`config.mk`:
```
export PLATFORM = sky130hd
export DESIGN_NAME = spi_regbank_slave
export DESIGN_NICKNAME = d
export VERILOG_FILES = /design/src/rtl/spi_regbank_slave_pkg.sv /design/src/rtl/spi_regbank_slave_sync_edge.sv /design/src/rtl/spi_regbank_slave.sv
export SDC_FILE = /design/constraint.sdc
export NUM_CORES = 1
export LEC_CHECK = 0
export BUFFER_PORTS_ARGS = -buffer_cell sky130_fd_sc_hd__buf_2
export CAP_MARGIN = 30
export CELL_PAD_IN_SITES_DETAIL_PLACEMENT = 0
export CELL_PAD_IN_SITES_GLOBAL_PLACEMENT = 2
export CORE_ASPECT_RATIO = 1.25
export CORE_MARGIN = 2
export CORE_UTILIZATION = 36
export DETAILED_ROUTE_END_ITERATION = 16
export PLACE_DENSITY = 0.84
export SLEW_MARGIN = 20
export SYNTH_ARGS = -nofsm -noshare
export SYNTH_HDL_FRONTEND = slang
export SYNTH_HIERARCHICAL = 1
export SYNTH_SLANG_ARGS = --single-unit
```
`constraint.sdc`:
```
create_clock -name clk -period 2.1 [get_ports clk]
set_input_delay 0.315 -clock clk [delete_from_list [all_inputs] [get_ports clk]]
set_output_delay 0.315 -clock clk [all_outputs]
set_load 0.02 [all_outputs]
```
`src/rtl/spi_regbank_slave_pkg.sv`:
```
// Shared types and elaboration helpers for the SPI register-bank slave.
package spi_regbank_slave_pkg;

   typedef enum logic [1:0] {
      ST_IDLE = 2'd0,
      ST_CMD  = 2'd1,
      ST_DATA = 2'd2
   } state_e;

   // W is shifted in first, so it ends up just above the address bits
   function automatic int cmd_w_pos(input int addr_w);
      return addr_w;
   endfunction

   function automatic int addr_w_of(input int n);
      return (n <= 2) ? 1 : $clog2(n);
   endfunction

   function automatic int max_of(input int a, input int b);
      return (a > b) ? a : b;
   endfunction

   // Modes 0 and 3 sample on rising ck, modes 1 and 2 on falling
   function automatic bit sample_on_rise(input int cpol, input int cpha);
      return cpol == cpha;
   endfunction

endpackage

```
`src/rtl/spi_regbank_slave_sync_edge.sv`:
```
// Multi-flop synchroniser with rise/fall detection on its last two stages.
module sync_edge #(
   parameter int   SYNC_STG = 3,
   parameter logic RST_VAL  = 1'b0
) (
   input  logic clk,
   input  logic rst,
   input  logic d,
   output logic sync,
   output logic rise,
   output logic fall
);

   logic [SYNC_STG-1:0] stg_q;
   logic [SYNC_STG-1:0] stg_d;

   always_comb stg_d = {stg_q[SYNC_STG-2:0], d};

   always_ff @(posedge clk or posedge rst) begin
      if (rst) stg_q <= {SYNC_STG{RST_VAL}};
      else     stg_q <= stg_d;
   end

   assign sync = stg_q[SYNC_STG-1];
   assign rise = stg_q[SYNC_STG-2] & ~stg_q[SYNC_STG-1];
   assign fall = ~stg_q[SYNC_STG-2] & stg_q[SYNC_STG-1];

endmodule

```
`src/rtl/spi_regbank_slave.sv`:
```
// SPI slave exposing a NUM_REGS x DATA_W register bank with burst R/W access.
module spi_regbank_slave
   import spi_regbank_slave_pkg::*;
#(
   parameter int               DATA_W    = 8,
   parameter int               NUM_REGS  = 4,
   parameter int               CPOL      = 0,
   parameter int               CPHA      = 0,
   parameter int               SYNC_STG  = 3,
   parameter logic [DATA_W-1:0] RESET_VAL = '0,
   localparam int              ADDR_W    = addr_w_of(NUM_REGS)
) (
   input  logic                       clk,
   input  logic                       rst,
   input  logic                       cs,
   input  logic                       ck,
   input  logic                       mo,
   output logic                       mi,
   output logic                       en,
   output logic [NUM_REGS*DATA_W-1:0] regs,
   output logic                       wr_stb,
   output logic [ADDR_W-1:0]          wr_idx,
   output logic                       rd_stb
);

   localparam int CMD_W = 1 + ADDR_W;
   localparam int SH_W  = max_of(DATA_W, CMD_W);
   localparam int CNT_W = $clog2(SH_W + 1);
   localparam int W_POS = cmd_w_pos(ADDR_W);
   localparam bit SMP_RISE = sample_on_rise(CPOL, CPHA);
   localparam logic [CNT_W-1:0]  CMD_END  = CNT_W'(CMD_W);
   localparam logic [CNT_W-1:0]  WORD_END = CNT_W'(DATA_W);
   localparam logic [ADDR_W-1:0] LAST     = ADDR_W'(NUM_REGS - 1);

   logic cs_s, cs_r, cs_f;
   logic ck_s, ck_r, ck_f;
   logic mo_s, mo_r, mo_f;
   logic smp, drv;
   logic unused_sync;

   sync_edge #(.SYNC_STG(SYNC_STG), .RST_VAL(1'b1)) u_cs (
      .clk(clk), .rst(rst), .d(cs),
      .sync(cs_s), .rise(cs_r), .fall(cs_f)
   );
   sync_edge #(.SYNC_STG(SYNC_STG), .RST_VAL(1'(CPOL))) u_ck (
      .clk(clk), .rst(rst), .d(ck),
      .sync(ck_s), .rise(ck_r), .fall(ck_f)
   );
   sync_edge #(.SYNC_STG(SYNC_STG), .RST_VAL(1'b1)) u_mo (
      .clk(clk), .rst(rst), .d(mo),
      .sync(mo_s), .rise(mo_r), .fall(mo_f)
   );

   assign unused_sync = ^{ck_s, mo_r, mo_f};
   assign smp = SMP_RISE ? ck_r : ck_f;
   assign drv = SMP_RISE ? ck_f : ck_r;

   state_e              state_q, state_d;
   logic [CNT_W-1:0]    cnt_q, cnt_d, cnt_nx;
   logic [SH_W-1:0]     sin_q, sin_d, sin_nx;
   logic [DATA_W-1:0]   sout_q, sout_d;
   logic                w_q, w_d;
   logic [ADDR_W-1:0]   ptr_q, ptr_d, nptr, cmd_ptr;
   logic [DATA_W-1:0]   regs_q [NUM_REGS];
   logic [DATA_W-1:0]   regs_d [NUM_REGS];
   logic                wr_stb_q, wr_stb_d, rd_stb_q, rd_stb_d;
   logic [ADDR_W-1:0]   wr_idx_q, wr_idx_d;

   always_comb begin
      state_d  = state_q;
      cnt_d    = cnt_q;
      sin_d    = sin_q;
      sout_d   = sout_q;
      w_d      = w_q;
      ptr_d    = ptr_q;
      regs_d   = regs_q;
      wr_stb_d = 1'b0;
      rd_stb_d = 1'b0;
      wr_idx_d = wr_idx_q;
      sin_nx   = {sin_q[SH_W-2:0], mo_s};
      cnt_nx   = cnt_q + 1'b1;
      nptr     = (ptr_q == LAST) ? '0 : ptr_q + 1'b1;
      cmd_ptr  = (int'(sin_nx[ADDR_W-1:0]) >= NUM_REGS) ? '0 : sin_nx[ADDR_W-1:0];
      unique case (state_q)
         ST_IDLE: begin
            if (cs_f) begin
               state_d = ST_CMD;
               cnt_d   = '0;
               sin_d   = '0;
            end
         end
         ST_CMD: begin
            if (smp) begin
               sin_d = sin_nx;
               cnt_d = cnt_nx;
               if (cnt_nx == CMD_END) begin
                  w_d      = sin_nx[W_POS];
                  ptr_d    = cmd_ptr;
                  sout_d   = regs_q[cmd_ptr];
                  rd_stb_d = ~sin_nx[W_POS];
                  cnt_d    = '0;
                  state_d  = ST_DATA;
               end
            end
         end
         ST_DATA: begin
            if (smp) begin
               sin_d = sin_nx;
               cnt_d = cnt_nx;
               if (cnt_nx == WORD_END) begin
                  cnt_d  = '0;
                  ptr_d  = nptr;
                  sout_d = regs_q[nptr];
                  if (w_q) begin
                     regs_d[ptr_q] = sin_nx[DATA_W-1:0];
                     wr_stb_d      = 1'b1;
                     wr_idx_d      = ptr_q;
                  end else begin
                     rd_stb_d = 1'b1;
                  end
               end
            // The first drive edge of a word must keep the freshly loaded MSB
            end else if (drv && cnt_q != '0) begin
               sout_d = {sout_q[DATA_W-2:0], 1'b1};
            end
         end
         default: state_d = ST_IDLE;
      endcase
      if (cs_r && state_q != ST_IDLE) state_d = ST_IDLE;
   end

   always_ff @(posedge clk or posedge rst) begin
      if (rst) begin
         state_q  <= ST_IDLE;
         cnt_q    <= '0;
         sin_q    <= '0;
         sout_q   <= '1;
         w_q      <= 1'b0;
         ptr_q    <= '0;
         wr_stb_q <= 1'b0;
         rd_stb_q <= 1'b0;
         wr_idx_q <= '0;
         for (int i = 0; i < NUM_REGS; i++) regs_q[i] <= RESET_VAL;
      end else begin
         state_q  <= state_d;
         cnt_q    <= cnt_d;
         sin_q    <= sin_d;
         sout_q   <= sout_d;
         w_q      <= w_d;
         ptr_q    <= ptr_d;
         wr_stb_q <= wr_stb_d;
         rd_stb_q <= rd_stb_d;
         wr_idx_q <= wr_idx_d;
         regs_q   <= regs_d;
      end
   end

   always_comb begin
      regs = '0;
      for (int i = 0; i < NUM_REGS; i++) regs[i*DATA_W +: DATA_W] = regs_q[i];
   end

   assign mi     = (state_q == ST_DATA) ? sout_q[DATA_W-1] : 1'b1;
   assign en     = ~cs_s;
   assign wr_stb = wr_stb_q;
   assign wr_idx = wr_idx_q;
   assign rd_stb = rd_stb_q;

endmodule

```
==> impl_metrics.ini, run 1 <==
[power_and_ir_drop]
p_clk_frac = 0.323
switching_share = 0.3383
comb_power_share = 0.368
powerDensity_nw_per_um2 = 1089
p_switching_mw = 1.772
p_total_mw = 5.236
seq_power_share = 0.310
p_leak_nw = 2.228
ir_drop_uv = 588.5
intPower_mw = 3.465

[placed_design]
io_buffers = 42
routabilityCongestion = 0.8684
dp_hpwl_um = 6547
dpl.cell_count = 484

[setup_path]
rr_worst_depth = 8
end_kind = flip-flop
path_class = reg -> reg
path_max_fanout = 6
startpoint_type = flip-flop
rrSetupSlack_ns = 0.02
cp.arrival_ns = 2.32
required_ns = 2.34

[layout]
n_fill_cell = 867
finalNetCount = 388
drive_gt1_frac = 0.5385
stdcell_count = 503
utilization = 0.4977
final_cell_mix = dfrtp_1 (53), buf_2 (42), mux2_2 (38)
final_common_cell = dfrtp_1
n_antenna_cell = 0
area_growth_syn_to_layout_pct = 34.29

[worst_hold_path]
whs_path_depth = 1
hold_path.class = in -> reg

[drt]
drc = 0
vias = 2589
avgRoutedWirePerCell_um = 17.68
via_per_inst = 5.147
firstDrtPassIters = 4
postRouteAntennaNets = 0
finalWirelength_um = 8893
drt_iter0_drc = 128

[die]
std_cell_rows = 40
coreArea_sq_um = 9659
initial_core_util = 0.3706
floorplan.die_area_sq_um = 10760
io-pin-count = 43
die_y_um = 115.5
die_w_um = 93.19

[grt]
grt_pass1_wl_um = 14440
track_usage = 0.1764
top_usage_layer = met2
grt_pass1_vias = 2741
grt_max_degree = 28
overflow = 0
grt.met2_usage = 0.3068
use_met1 = 0.2114
grt_use_met3 = 0.03966
antenna_found_initial = 0

[sta]
max_slew_margin = 0.6663
maxSlewViolCount = 0
period_share = 0.9899
finalHoldViolCount = 0
fmax_ghz = 0.4811
setup_violations = 0
period_minus_slack_ns = 2.079
fin_skew_ns = 0.01026
worst_pin_slew_ns = 0.4954
timing.hold.ws_ns = 0.07988
rsz0062_at_grt = yes

[synth]
yosysWarnings = 6
syn_area_sq_um = 3580
syn_inst = 289
syn_avg_cell_area_sq_um = 12.39
syn_nets = 305

[cts]
cts_buffers = 9
cts_tree = built
cts_root_buf = clkbuf_16
cts_buffer_depth = 2
clk_latency_ns = 0.34
cts.clk_slew.worst_paths_ns = 0.06
h-tree-depth = 3
clock-sinks = 69

[run]
maxCapViolations = 0

[run_status]
status = complete, no violations
flip-flops by register name (all words and copies together) (netlist names):
register,count
sout_q,8
wr_stb,1
u_ck/stg_q,3
state_q,2
w_q,1
sin_q,7
u_cs/stg_q,3
u_mo/stg_q,3
rd_stb,1
regs,32
ptr_q,2
wr_idx,2
cnt_q,4
layer usage:
metal	part of all wire	up-vias
met5	0	-
li1	-	1216
met4	0.019	0
met1	0.41	1317
met3	0.031	13
met2	0.54	43
critical path: stages, from the launching register on:
cell and delay [ns]:
dfrtp_2 0.39, buf_6 0.11, ha_4 0.13, inv_2 0.03, or4_4 0.52, o311a_4 0.16, buf_4 0.18, o41ai_2 0.34
a221oi_1 0.12
final timing paths:
path | from | end
setup reg to reg | cnt_q[1] | sout_q[5]
setup / recovery | cnt_q[1] | sout_q[5]
hold / removal | mo | u_mo/stg_q[0]
min in group asynchronous | rst | u_ck/stg_q[2]
max in group asynchronous | rst | sin_q[6]
hold reg to reg | u_mo/stg_q[0] | u_mo/stg_q[1]
through the flow:
stage | area, sq um | TNS [ns] | setup WS, ns
after floorplan | 3627 | -0.1271 | -0.03177
after global placement | 4297 | 0 | 0.01658
after detailed placement | 4297 | -0.1516 | -0.05075
after CTS | 4669 | -0.03337 | -0.01484
after global routing | 4807 | -0.08518 | -0.03749
final | 4807 | 0 | 0.02128
layout make-up:
cell class	count	area, sq um	share of cell area
clock buffer	11	252.7	0.05258
clock inverter	5	82.58	0.01718
inverter	28	105.1	0.02186
multi-input combinational	179	1849	0.3847
sequential	69	1747	0.3634
tap	126	157.7	0.03280
timing repair buffer	85	613.1	0.1275
power groups by stage:
stage,clock network (mW),logic [mW],registers [mW]
after detailed placement,0,1.70,1.63
after global routing,1.78,2.11,1.64
after floorplan,0,1.09,1.60
after CTS,1.71,1.74,1.61
after global placement,0,1.69,1.63
final,1.69,1.93,1.62
timing repair:
action,4_1_cts,5_1_grt
hold buffers,1,0
endpoints found under the setup margin,8,24
endpoints found under the hold margin,16,0
gates resized for setup,6,21
pin swaps,0,9
buffers inserted,0,2
Power figures use the tool's default switching activity.
==> run 2, diff against run 1 <==
--- a/config.mk
+++ b/config.mk
@@ -14,7 +14,7 @@
 export CORE_UTILIZATION = 36
 export DETAILED_ROUTE_END_ITERATION = 16
 export PLACE_DENSITY = 0.84
-export SLEW_MARGIN = 20
+export REMOVE_ABC_BUFFERS = 1
 export SYNTH_ARGS = -nofsm -noshare
 export SYNTH_HDL_FRONTEND = slang
 export SYNTH_HIERARCHICAL = 1
==> run 2 against run 1 <==
- the run now ends with negative setup slack left
- clock skew is 0.0049 ns lower
- design area fell by 2.0%
- global-route usage down 0.28 points
- non-clock buffer count down 2
- sequential power hardly changed
- clock-buffer cell count is 4 higher
- via count stayed put
- sequential share of layout area up 0.75 points
- setup slack worse by 0.044 ns
- power is 5.2% lower
- core utilization fell by 1.0 points
- cell count down 0.40%
- largest cell class unchanged
==> impl_metrics.ini, run 2 (synthesis results as in run 1) <==
[run_status]
status = finished, violations left
violations = negative setup slack

[sta]
maxSlewViolCount = 0
period_minus_slack_ns = 2.123
max_slew_margin = 0.7170
worst_pin_slew_ns = 0.4201
timing.setup.tns_ns = -0.06557
fmax_ghz = 0.4710
finalHoldViolCount = 0
setup_violations = 5
period_share = 1.011
fin_ws_ns = -0.02305
rsz0062_at_grt = yes
fin_skew_ns = 0.005360
timing.hold.ws_ns = 0.08779

[grt]
grt_pass1_vias = 2785
antenna_found_initial = 0
grt_pass1_wl_um = 14120
overflow = 0
track_usage = 0.1736
grt_max_degree = 61

[layout]
regArea_sq_um = 1747
final_cell_mix = dfrtp_1 (53), buf_2 (42), mux2_2 (38)
n_antenna_cell = 0
finalNetCount = 386
n_fill_cell = 865
postLayoutCellArea_sq_um = 4710
utilization = 0.4876
multi_input_area_sq_um = 1839
drive_gt1_frac = 0.5173
area_growth_syn_to_layout_pct = 31.56
largest_reg_flops = 32
stdcell_count = 501
final_common_cell = dfrtp_1

[run]
maxCapViolations = 0

[setup_path]
max_stage_delay_ns = 0.48
cp.arrival_ns = 2.36
path_class = reg -> reg
crit_path_start = cnt_q[0]
startpoint_type = flip-flop
worstPathCellList = inv_2, ha_4, inv_1, or4_4, o311a_4, buf_4, o41ai_2, a221oi_1
rr_startpoint = cnt_q[0]
crit_slowest_cell = or4_4
end_kind = flip-flop
path_max_fanout = 5
required_ns = 2.34

[worst_hold_path]
min_from = mo
hold_path.class = in -> reg

[drt]
firstDrtPassIters = 4
via_per_inst = 5.168
avgRoutedWirePerCell_um = 17.17
vias = 2589
postRouteAntennaNets = 0
finalWirelength_um = 8602
drt_iter0_drc = 57
drc = 0

[power_and_ir_drop]
comb_power_share = 0.384
switching_share = 0.3473
p_clk_frac = 0.286
p_total_mw = 4.963
powerDensity_nw_per_um2 = 1054
ir_drop_uv = 539.2
seq_power_share = 0.330
p_leak_nw = 2.197
p_switching_mw = 1.724
intPower_mw = 3.240

[placed_design]
dpl.cell_count = 481
dp_hpwl_um = 6076
routabilityCongestion = 0.8176
io_buffers = 42
placed_area_sq_um = 4215
post-place-ws_ns = -0.07585

[die]
std_cell_rows = 40
die_y_um = 115.5
initial_core_util = 0.3706
floorplan.die_area_sq_um = 10760
die_w_um = 93.19
io-pin-count = 43
coreArea_sq_um = 9659

[cts]
cts_tree = built
cts_root_buf = clkbuf_16
h-tree-depth = 3
cts_buffer_depth = 2
cts.clk_slew.worst_paths_ns = 0.05
clock-sinks = 69
clk_latency_ns = 0.33
cts_buffers = 9
-- run 2: cell type report --
| type | instances | share of cell area |
|---|---|---|
| clock inverters | 1 | 0.001063 |
| multi-input cells | 179 | 0.3905 |
| inverters | 28 | 0.02232 |
| well taps | 126 | 0.03347 |
| clock buffers | 15 | 0.05898 |
| repair buffers | 83 | 0.1227 |
| flip-flops and latches | 69 | 0.3709 |
-- run 2: final timing paths --
check	end	cells after the start	slack [ns]
worst max register to register	sout_q[5]	8	-0.02
min in group asynchronous	u_ck/stg_q[0]	3	0.43
worst max-delay path	sout_q[5]	8	-0.02
max in group asynchronous	sout_q[2]	4	1.16
worst min-delay path	u_mo/stg_q[0]	1	0.09
worst min register to register	u_mo/stg_q[1]	0	0.36
-- run 2: critical path: cells and delay by family, from the launching register on --
kind	cells	cell delay [ns]
simple gates	1	0.48
fa+ha+maj	1	0.14
compound gates	3	0.64
buf+inv	3	0.33
flops	1	0.44
-- run 2: timing repair --
item / 4_1_cts / 5_1_grt
endpoints found under the setup margin: 10 / 20
gates resized for setup: 21 / 11
hold buffers: 1 / 0
endpoints found under the hold margin: 3 / 0
setup buffers: 2 / 1
gates cloned: 0 / 0
pin swaps: 3 / 6
-- run 2: routing by layer --
metal / up-vias / wire (um) / global-route usage
met2: 54 / 4444 / 0.2990
li1: 1206 / - / -
met4: 0 / 282 / 0.1059
met5: - / 0 / 0
met1: 1310 / 3651 / 0.2030
met3: 19 / 224 / 0.02926
-- run 2: power groups by stage --
| stage | Combinational [mW] | Sequential (mW) | Clock (mW) |
|---|---|---|---|
| 4_1_cts | 1.80 | 1.64 | 1.46 |
| 6_report | 1.90 | 1.64 | 1.42 |
| 2_1_floorplan | 0.966 | 1.61 | 0 |
| 3_3_place_gp | 1.66 | 1.64 | 0 |
| 5_1_grt | 2.10 | 1.66 | 1.52 |
| 3_5_place_dp | 1.68 | 1.64 | 0 |
